File: src/rtl/sensor_conditioner.sv
// sensor_conditioner
//   Conditions raw plant signals into the sensor-side inputs of manufacturing_fsm.
//   - metal, e-stop and reset-button contacts: 2-flop synchroniser, then a
//     debouncer that accepts a level after DEBOUNCE_CYCLES consecutive samples.
//   - temperature: hysteresis flag, hot at >= TEMP_HIGH, normal at <= TEMP_LOW.
//   - current: sticky overcurrent after OC_CYCLES consecutive samples > CUR_LIMIT.
//   - optional temperature-feed watchdog, built only when SENSOR_WDOG_EN is
//     defined; otherwise error is tied low.
// Ports:
//   clk            system clock, rising edge
//   rst            asynchronous reset, active high
//   metal_raw      raw metal sensor contact (async)
//   estop_raw      raw emergency-stop contact (async)
//   reset_btn_raw  raw operator reset button (async)
//   temp_code      temperature sample, qualified by temp_valid
//   temp_valid     one-cycle sample strobe
//   current_code   current sample, every cycle
//   metal_detected one-cycle pulse per accepted metal rising edge
//   high_temp      hysteresis hot flag
//   temp_normal    complement of high_temp
//   overcurrent    sticky overcurrent trip, cleared by a reset_btn pulse
//   error          sticky temperature-feed fault, cleared by a reset_btn pulse
//   emergency      debounced e-stop level
//   reset_btn      one-cycle pulse per accepted button press
module sensor_conditioner #(
  parameter int unsigned DEBOUNCE_CYCLES = 4,
  parameter int unsigned TEMP_W          = 8,
  parameter int unsigned TEMP_HIGH       = 80,
  parameter int unsigned TEMP_LOW        = 70,
  parameter int unsigned CUR_W           = 8,
  parameter int unsigned CUR_LIMIT       = 200,
  parameter int unsigned OC_CYCLES       = 3,
  parameter int unsigned WDOG_CYCLES     = 16
) (
  input  logic              clk,
  input  logic              rst,
  input  logic              metal_raw,
  input  logic              estop_raw,
  input  logic              reset_btn_raw,
  input  logic [TEMP_W-1:0] temp_code,
  input  logic              temp_valid,
  input  logic [CUR_W-1:0]  current_code,
  output logic              metal_detected,
  output logic              high_temp,
  output logic              temp_normal,
  output logic              overcurrent,
  output logic              error,
  output logic              emergency,
  output logic              reset_btn
);

  localparam int unsigned NCH      = 3;
  localparam int unsigned CH_METAL = 0;
  localparam int unsigned CH_ESTOP = 1;
  localparam int unsigned CH_BTN   = 2;

  localparam int unsigned DB_W = $clog2(DEBOUNCE_CYCLES);
  localparam logic [DB_W-1:0] DB_LAST = DB_W'(DEBOUNCE_CYCLES - 1);

  localparam logic [TEMP_W-1:0] T_HI = TEMP_W'(TEMP_HIGH);
  localparam logic [TEMP_W-1:0] T_LO = TEMP_W'(TEMP_LOW);
  localparam logic [CUR_W-1:0]  C_LIM = CUR_W'(CUR_LIMIT);

  localparam int unsigned OC_W = $clog2(OC_CYCLES + 1);
  localparam logic [OC_W-1:0] OC_TRIP = OC_W'(OC_CYCLES);

  typedef enum logic {
    STABLE_LO = 1'b0,
    STABLE_HI = 1'b1
  } db_state_e;

  logic [NCH-1:0] raw_in;
  logic [NCH-1:0] sync1;
  logic [NCH-1:0] sync2;
  logic [NCH-1:0] db_level;

  assign raw_in = {reset_btn_raw, estop_raw, metal_raw};

  always_ff @(posedge clk or posedge rst) begin
    if (rst) begin
      sync1 <= '0;
      sync2 <= '0;
    end else begin
      sync1 <= raw_in;
      sync2 <= sync1;
    end
  end

  // Count consecutive samples that disagree with the accepted level; any
  // agreeing sample restarts the count.
  for (genvar ch = 0; ch < NCH; ch++) begin : g_db
    db_state_e       state;
    logic [DB_W-1:0] count;

    always_ff @(posedge clk or posedge rst) begin
      if (rst) begin
        state <= STABLE_LO;
        count <= '0;
      end else if (sync2[ch] == (state == STABLE_HI)) begin
        count <= '0;
      end else if (count == DB_LAST) begin
        state <= (state == STABLE_HI) ? STABLE_LO : STABLE_HI;
        count <= '0;
      end else begin
        count <= count + 1'b1;
      end
    end

    assign db_level[ch] = (state == STABLE_HI);
  end

  assign emergency = db_level[CH_ESTOP];

  // Rising-edge pulses are registered, so they trail the level change by a cycle.
  logic metal_lvl_q;
  logic btn_lvl_q;

  always_ff @(posedge clk or posedge rst) begin
    if (rst) begin
      metal_lvl_q    <= 1'b0;
      btn_lvl_q      <= 1'b0;
      metal_detected <= 1'b0;
      reset_btn      <= 1'b0;
    end else begin
      metal_lvl_q    <= db_level[CH_METAL];
      btn_lvl_q      <= db_level[CH_BTN];
      metal_detected <= db_level[CH_METAL] & ~metal_lvl_q;
      reset_btn      <= db_level[CH_BTN] & ~btn_lvl_q;
    end
  end

  always_ff @(posedge clk or posedge rst) begin
    if (rst) begin
      high_temp   <= 1'b0;
      temp_normal <= 1'b1;
    end else if (temp_valid) begin
      if (temp_code >= T_HI) begin
        high_temp   <= 1'b1;
        temp_normal <= 1'b0;
      end else if (temp_code <= T_LO) begin
        high_temp   <= 1'b0;
        temp_normal <= 1'b1;
      end
    end
  end

  logic            over_limit;
  logic [OC_W-1:0] oc_cnt;
  logic [OC_W-1:0] oc_cnt_next;

  always_comb begin
    over_limit  = (current_code > C_LIM);
    oc_cnt_next = '0;
    if (over_limit) begin
      oc_cnt_next = (oc_cnt == OC_TRIP) ? oc_cnt : oc_cnt + 1'b1;
    end
  end

  // A button press wins over a trip on the same cycle; a concurrent
  // over-limit sample still counts as the first of a new run.
  always_ff @(posedge clk or posedge rst) begin
    if (rst) begin
      oc_cnt      <= '0;
      overcurrent <= 1'b0;
    end else if (reset_btn) begin
      oc_cnt      <= over_limit ? OC_W'(1) : '0;
      overcurrent <= 1'b0;
    end else begin
      oc_cnt <= oc_cnt_next;
      if (oc_cnt_next == OC_TRIP) begin
        overcurrent <= 1'b1;
      end
    end
  end

`ifdef SENSOR_WDOG_EN
  localparam int unsigned WD_W = $clog2(WDOG_CYCLES + 1);
  localparam logic [WD_W-1:0] WD_TRIP = WD_W'(WDOG_CYCLES);

  logic [WD_W-1:0] wd_cnt;
  logic [WD_W-1:0] wd_cnt_next;

  always_comb begin
    wd_cnt_next = wd_cnt;
    if (temp_valid) begin
      wd_cnt_next = '0;
    end else if (wd_cnt != WD_TRIP) begin
      wd_cnt_next = wd_cnt + 1'b1;
    end
  end

  always_ff @(posedge clk or posedge rst) begin
    if (rst) begin
      wd_cnt <= '0;
      error  <= 1'b0;
    end else if (reset_btn) begin
      wd_cnt <= '0;
      error  <= 1'b0;
    end else begin
      wd_cnt <= wd_cnt_next;
      if (wd_cnt_next == WD_TRIP) begin
        error <= 1'b1;
      end
    end
  end
`else
  assign error = 1'b0;
`endif

endmodule

File: config.mk
export PLATFORM = sky130hd
export DESIGN_NAME = sensor_conditioner
export DESIGN_NICKNAME = d
export VERILOG_FILES = /design/src/rtl/sensor_conditioner.sv
export SDC_FILE = /design/constraint.sdc
export NUM_CORES = 1
export LEC_CHECK = 0
export ABC_AREA = 1
export CAP_MARGIN = 30
export CELL_PAD_IN_SITES_DETAIL_PLACEMENT = 0
export CELL_PAD_IN_SITES_GLOBAL_PLACEMENT = 1
export CORE_UTILIZATION = 35
export CTS_BUF_LIST = sky130_fd_sc_hd__clkbuf_8
export DETAILED_ROUTE_END_ITERATION = 10
export PLACE_DENSITY_LB_ADDON = 0.12
export SKIP_CTS_REPAIR_TIMING = 1
export SYNTH_ARGS = -nofsm -noshare
export SYNTH_HDL_FRONTEND = slang
export SYNTH_SLANG_ARGS = --single-unit
export TNS_END_PERCENT = 10
File: constraint.sdc
create_clock -name clk -period 1.1 [get_ports clk]
set_input_delay 0.11 -clock clk [delete_from_list [all_inputs] [get_ports clk]]
set_output_delay 0.11 -clock clk [all_outputs]
set_load 0.03 [all_outputs]
======== Word level (Yosys, flattened, before mapping) ========
Index checks and enable logic that the tools add are counted.
operators by class
  add/subtract/negate cells ............... 4
  order comparisons ....................... 3
  equal/unequal tests ..................... 8
  muxes and demuxes ....................... 19
  bitwise gates (word level) .............. 7
  reduce and logical (&&, ||, !) cells .... 6
operators by type and width
  kind                   count
  $mux W2                9
  $eq A2 B2 Y1 const B   5
  $mux W1                10
  $add A2 B1 Y2 const B  4
  $ge A8 B7 Y1 const B   1
  $gt A8 B8 Y1 const B   1
  $le A8 B7 Y1 const B   1
  $reduce_and A2 Y1      4
  $not A1 Y1             5
  $reduce_bool A2 Y1     2
  $eq A1 B1 Y1           3
  $and A1 B1 Y1          2
storage, ports and cells
  register bits ........................... 24
  input bits .............................. 22
  output and inout bits ................... 7
  logic and storage cells ................. 63

======== Depth between registers and ports, before layout ========
  depth in word-level cells ............... 6
  gate-level depth with buffers ........... 8
  gate-level depth less buffers ........... 8

======== Worst setup path after synthesis ========
Ideal clock, no wire load.
  path type ............................... reg-to-reg
  start point ............................. register g_db[1].count[0]
  end point ............................... register g_db[1].state, in the netlist emergency
  setup time .............................. 0.125 ns
  arrival time ............................ 0.819 ns
  data required time ...................... 0.975 ns
  path slack .............................. 0.157 ns
  cell stages (with the launch flop) ...... 3
  path buffers ............................ 0
  period minus slack after synthesis ...... 0.943 ns
  cells stage by stage .................... dfrtp_1 -> ha_1 -> mux2_2
on the way
  cells in the longest elaborated chain, start to end .. 2
RTL lines
  element                             line  source
  start: declaration                  93    logic [DB_W-1:0] count;
  start signal: assignment            105   count <= count + 1'b1;
  $eq A2 B2 Y1                        101   end else if (count == DB_LAST) begin
  $reduce_and A2 Y1 (no source line)  --
  end signal: assignment              102   state <= (state == STABLE_HI) ? STABLE_LO : STABLE_HI;
  end: declaration                    92    db_state_e state;
No other way between the ends.
A chain may end at the register's enable or synchronous reset.

======== Worst setup path after layout ========
  start point ............................. register temp_normal
  end point ............................... output port temp_normal
RTL lines
  element                   line  source
  start: declaration        45    output logic temp_normal,
  start signal: assignment  135   temp_normal <= 1'b1;
  start signal: assignment  139   temp_normal <= 1'b0;
  start signal: assignment  142   temp_normal <= 1'b1;
No word-level cell between the ends.

==> results.sh <==
export IMPL_wl_um=1400
export IMPL_cts_root_buf="clkbuf_8"
export IMPL_worstSkewPairLatency_ns=0.26
export IMPL_dr_first_iter_drc_count=4
export IMPL_crit_fanout=2
export IMPL_numCtsBuffers=3
export IMPL_seq_power_share_pct=49.7
export IMPL_synth_cells=103
export IMPL_viasPerCell=4.26
export IMPL_cp_depth=1
export IMPL_timing_rr_start="g_db[1].count[0]"
export IMPL_rsz0062_at_grt="no"
export IMPL_initial_core_util_pct=38.2
export IMPL_switching_power_w=0.000737
export IMPL_cts_tree="done"
export IMPL_cts_buffer_depth=2
export IMPL_die_area_um2=3020
export IMPL_path_cells="buf_4"
export IMPL_r2r_setup_slack_ns=0.12
export IMPL_hold_path_class="in -> async"
export IMPL_final_max_slew_viol_count=0
export IMPL_dieWidth_um=54.9
export IMPL_dieHeight_um=54.9
export IMPL_antenna_left=0
export IMPL_synth_largest_area_cell="dfrtp_1"
export IMPL_clk_pin_slew_ns=0.08
export IMPL_drc=0
export IMPL_hold_violations=0
export IMPL_grt_pass1_wl_um=2350
export IMPL_syn_cell_area_um2=981
export IMPL_drt_pass1_iterations=2
export IMPL_ios=29
export IMPL_crit_path_end_kind="primary output"
export IMPL_drive_gt1_share_pct=12.7
export IMPL_ir_drop_mv=1.42
export IMPL_fillCellCount=247
export IMPL_wl_per_cell_um=8.55
export IMPL_placement_cell_area_um2=1290
export IMPL_antenna_found_initial=0
export IMPL_critical_path_top_delay_family="flip-flops"
export IMPL_insertedDiodeCount=0
export IMPL_crit_slowest_cell="dfstp_2"
export IMPL_ys_seq_area_share_pct=61.4
export IMPL_fin_hold_ws_ns=0.165
export IMPL_cts_sinks=24
export IMPL_internal_power_w=0.00176
export IMPL_path_buf_inv=1
export IMPL_grt_max_degree=25
export IMPL_clkPwrFrac_pct=22.9
export IMPL_finalSetupViolations=0
export IMPL_grt_usage_pct=11.5
export IMPL_core_um2=2570
export IMPL_clock_fmax_mhz=950
export IMPL_crit_required_ns=0.99
export IMPL_synth_seq_cells=24
export IMPL_final_area_um2=1350
export IMPL_portBuffers=27
export IMPL_syn_num_nets=128
export IMPL_drv_cap=0
export IMPL_area_delta_synth_final_pct=37.2
export IMPL_cpPeakStageDelay_ns=0.54
export IMPL_dp_hpwl_um=1110
export IMPL_grt_pass1_vias=626
export IMPL_vias=698
export IMPL_worstRegToRegCells=2
export IMPL_p_leak_nw=0.683
export IMPL_skew_ns=0.00208
export IMPL_start_kind="flop"
export IMPL_yosysWarnings=0
export IMPL_ys_types=17
export IMPL_h_tree_depth=1
export IMPL_syn_area_per_cell_um2=9.52
export IMPL_fin_crit_sh_pct=95.7
export IMPL_nNetsFinal=160
export IMPL_swShare_pct=29.6
export IMPL_p_per_area_nw_per_um2=1850
export IMPL_power_frac_comb_pct=27.4
export IMPL_reg2reg_to="emergency"
export IMPL_critPathKind="reg -> out"
export IMPL_outcome="complete, no violations"
export IMPL_gp_congestion=0.697
export IMPL_synth_top_cell_area_share_pct=58.7
export IMPL_cp_arrival_ns=0.94
export IMPL_synthTopCellsByArea="dfrtp_1 59%, inv_1 8.0%, nand2_1 6.9%, nor2_1 5.0%, ha_1 3.8%"
export IMPL_overflow=0
export IMPL_row_count=18
export IMPL_period_needed_ns=1.05
-- metal layers --
layer / track usage [%] / routed length (µm) / vias to the layer above
met5: 0 / 0 / -
met4: 3.75 / 10 / 0
met3: 5.74 / 110 / 2
met2: 20.3 / 653 / 20
met1: 11.7 / 629 / 311
li1: - / - / 365
-- worst max-delay path by stage --
stage	startpoint	to	slack [ns]
2_1_floorplan	g_db[1].count[0]	emergency	0.16
3_3_place_gp	temp_code[7]	high_temp	-0.1
3_5_place_dp	temp_code[7]	high_temp	-0.11
4_1_cts	metal_detected	metal_detected	-0.28
5_1_grt	temp_normal	temp_normal	0.01
6_report	temp_normal	temp_normal	0.05
-- layout by cell type (no fill, tap or decap) --
cell type / count
dfstp_2: 1
clkbuf_8: 4
xnor2_1: 3
mux2_2: 1
inv_1: 21
buf_12: 1
dlymetal6s2s_1: 1
ha_1: 3
conb_1: 1
nor2_1: 13
nor3_1: 3
nand2_1: 18
buf_4: 5
dfrtp_1: 23
a31oi_1: 1
o21ai_0: 4
nand3_1: 2
nor2_2: 3
a21oi_1: 3
nand2_2: 2
clkdlybuf4s50_1: 21
-- flip-flops by register name, indices dropped and copies added, names as in the netlist, 2 cells and up --
register and flops:
g_db.state 2, sync1 3, sync2 3, oc_cnt 2, g_db.count 6
-- power groups by stage --
stage	Clock (W)	Combinational, W	Sequential [W]
floorplan	0	0.000326	0.00136
global placement	0	0.000687	0.00125
detailed placement	0	0.000700	0.00126
CTS	0.000601	0.000703	0.00125
global route	0.000635	0.000780	0.00127
finish	0.000570	0.000683	0.00124
-- cells in the mapped netlist, drive strengths merged --
library cell and number:
inv 21, conb 1, a31oi 1, mux2 1, xnor2 3, nor3 3
dfrtp 23, dfstp 1, nand3 2, ha 3, buf 1, a21oi 3
nor2 16, nand2 20, o21ai 4
-- per-stage QoR --
stage,setup TNS (ns),power (W),cells,utilization (%),setup WS [ns]
global placement,-0.221,0.00193,160,50.2,-0.0990
floorplan,0,0.00169,103,-,0.157
global route,0,0.00269,164,52.4,0.0132
finish,0,0.00249,164,52.4,0.0478
detailed placement,-0.225,0.00196,160,50.2,-0.106
CTS,-0.277,0.00255,164,52.3,-0.277
-- worst reg2reg max path: cells and delay by family, from the launching register on --
| kind | cells | cell delay [ns] |
|---|---|---|
| muxes | 1 | 0.27 |
| adders and majority gates | 1 | 0.22 |
| DFF | 1 | 0.38 |
-- area by class of cell --
type / count / area (µm²) / share of cell area (%)
clock buffers: 4 / 55.1 / 4.09
inverters: 21 / 78.8 / 5.86
multi-input cells: 57 / 293 / 21.7
flip-flops and latches: 24 / 602 / 44.7
well taps: 30 / 37.5 / 2.79
repair buffers: 28 / 280 / 20.8
-- cell families after synthesis --
logic type	after synthesis	synth area share (%)
mux	1	1.15
fa+ha+maj	3	3.83
simple gates	41	17.6
buf+inv	22	8.80
xor+xnor	3	2.68
compound gates	8	4.21
other cells	1	0.382
flops	24	61.4
Power figures use the tool's default switching activity.
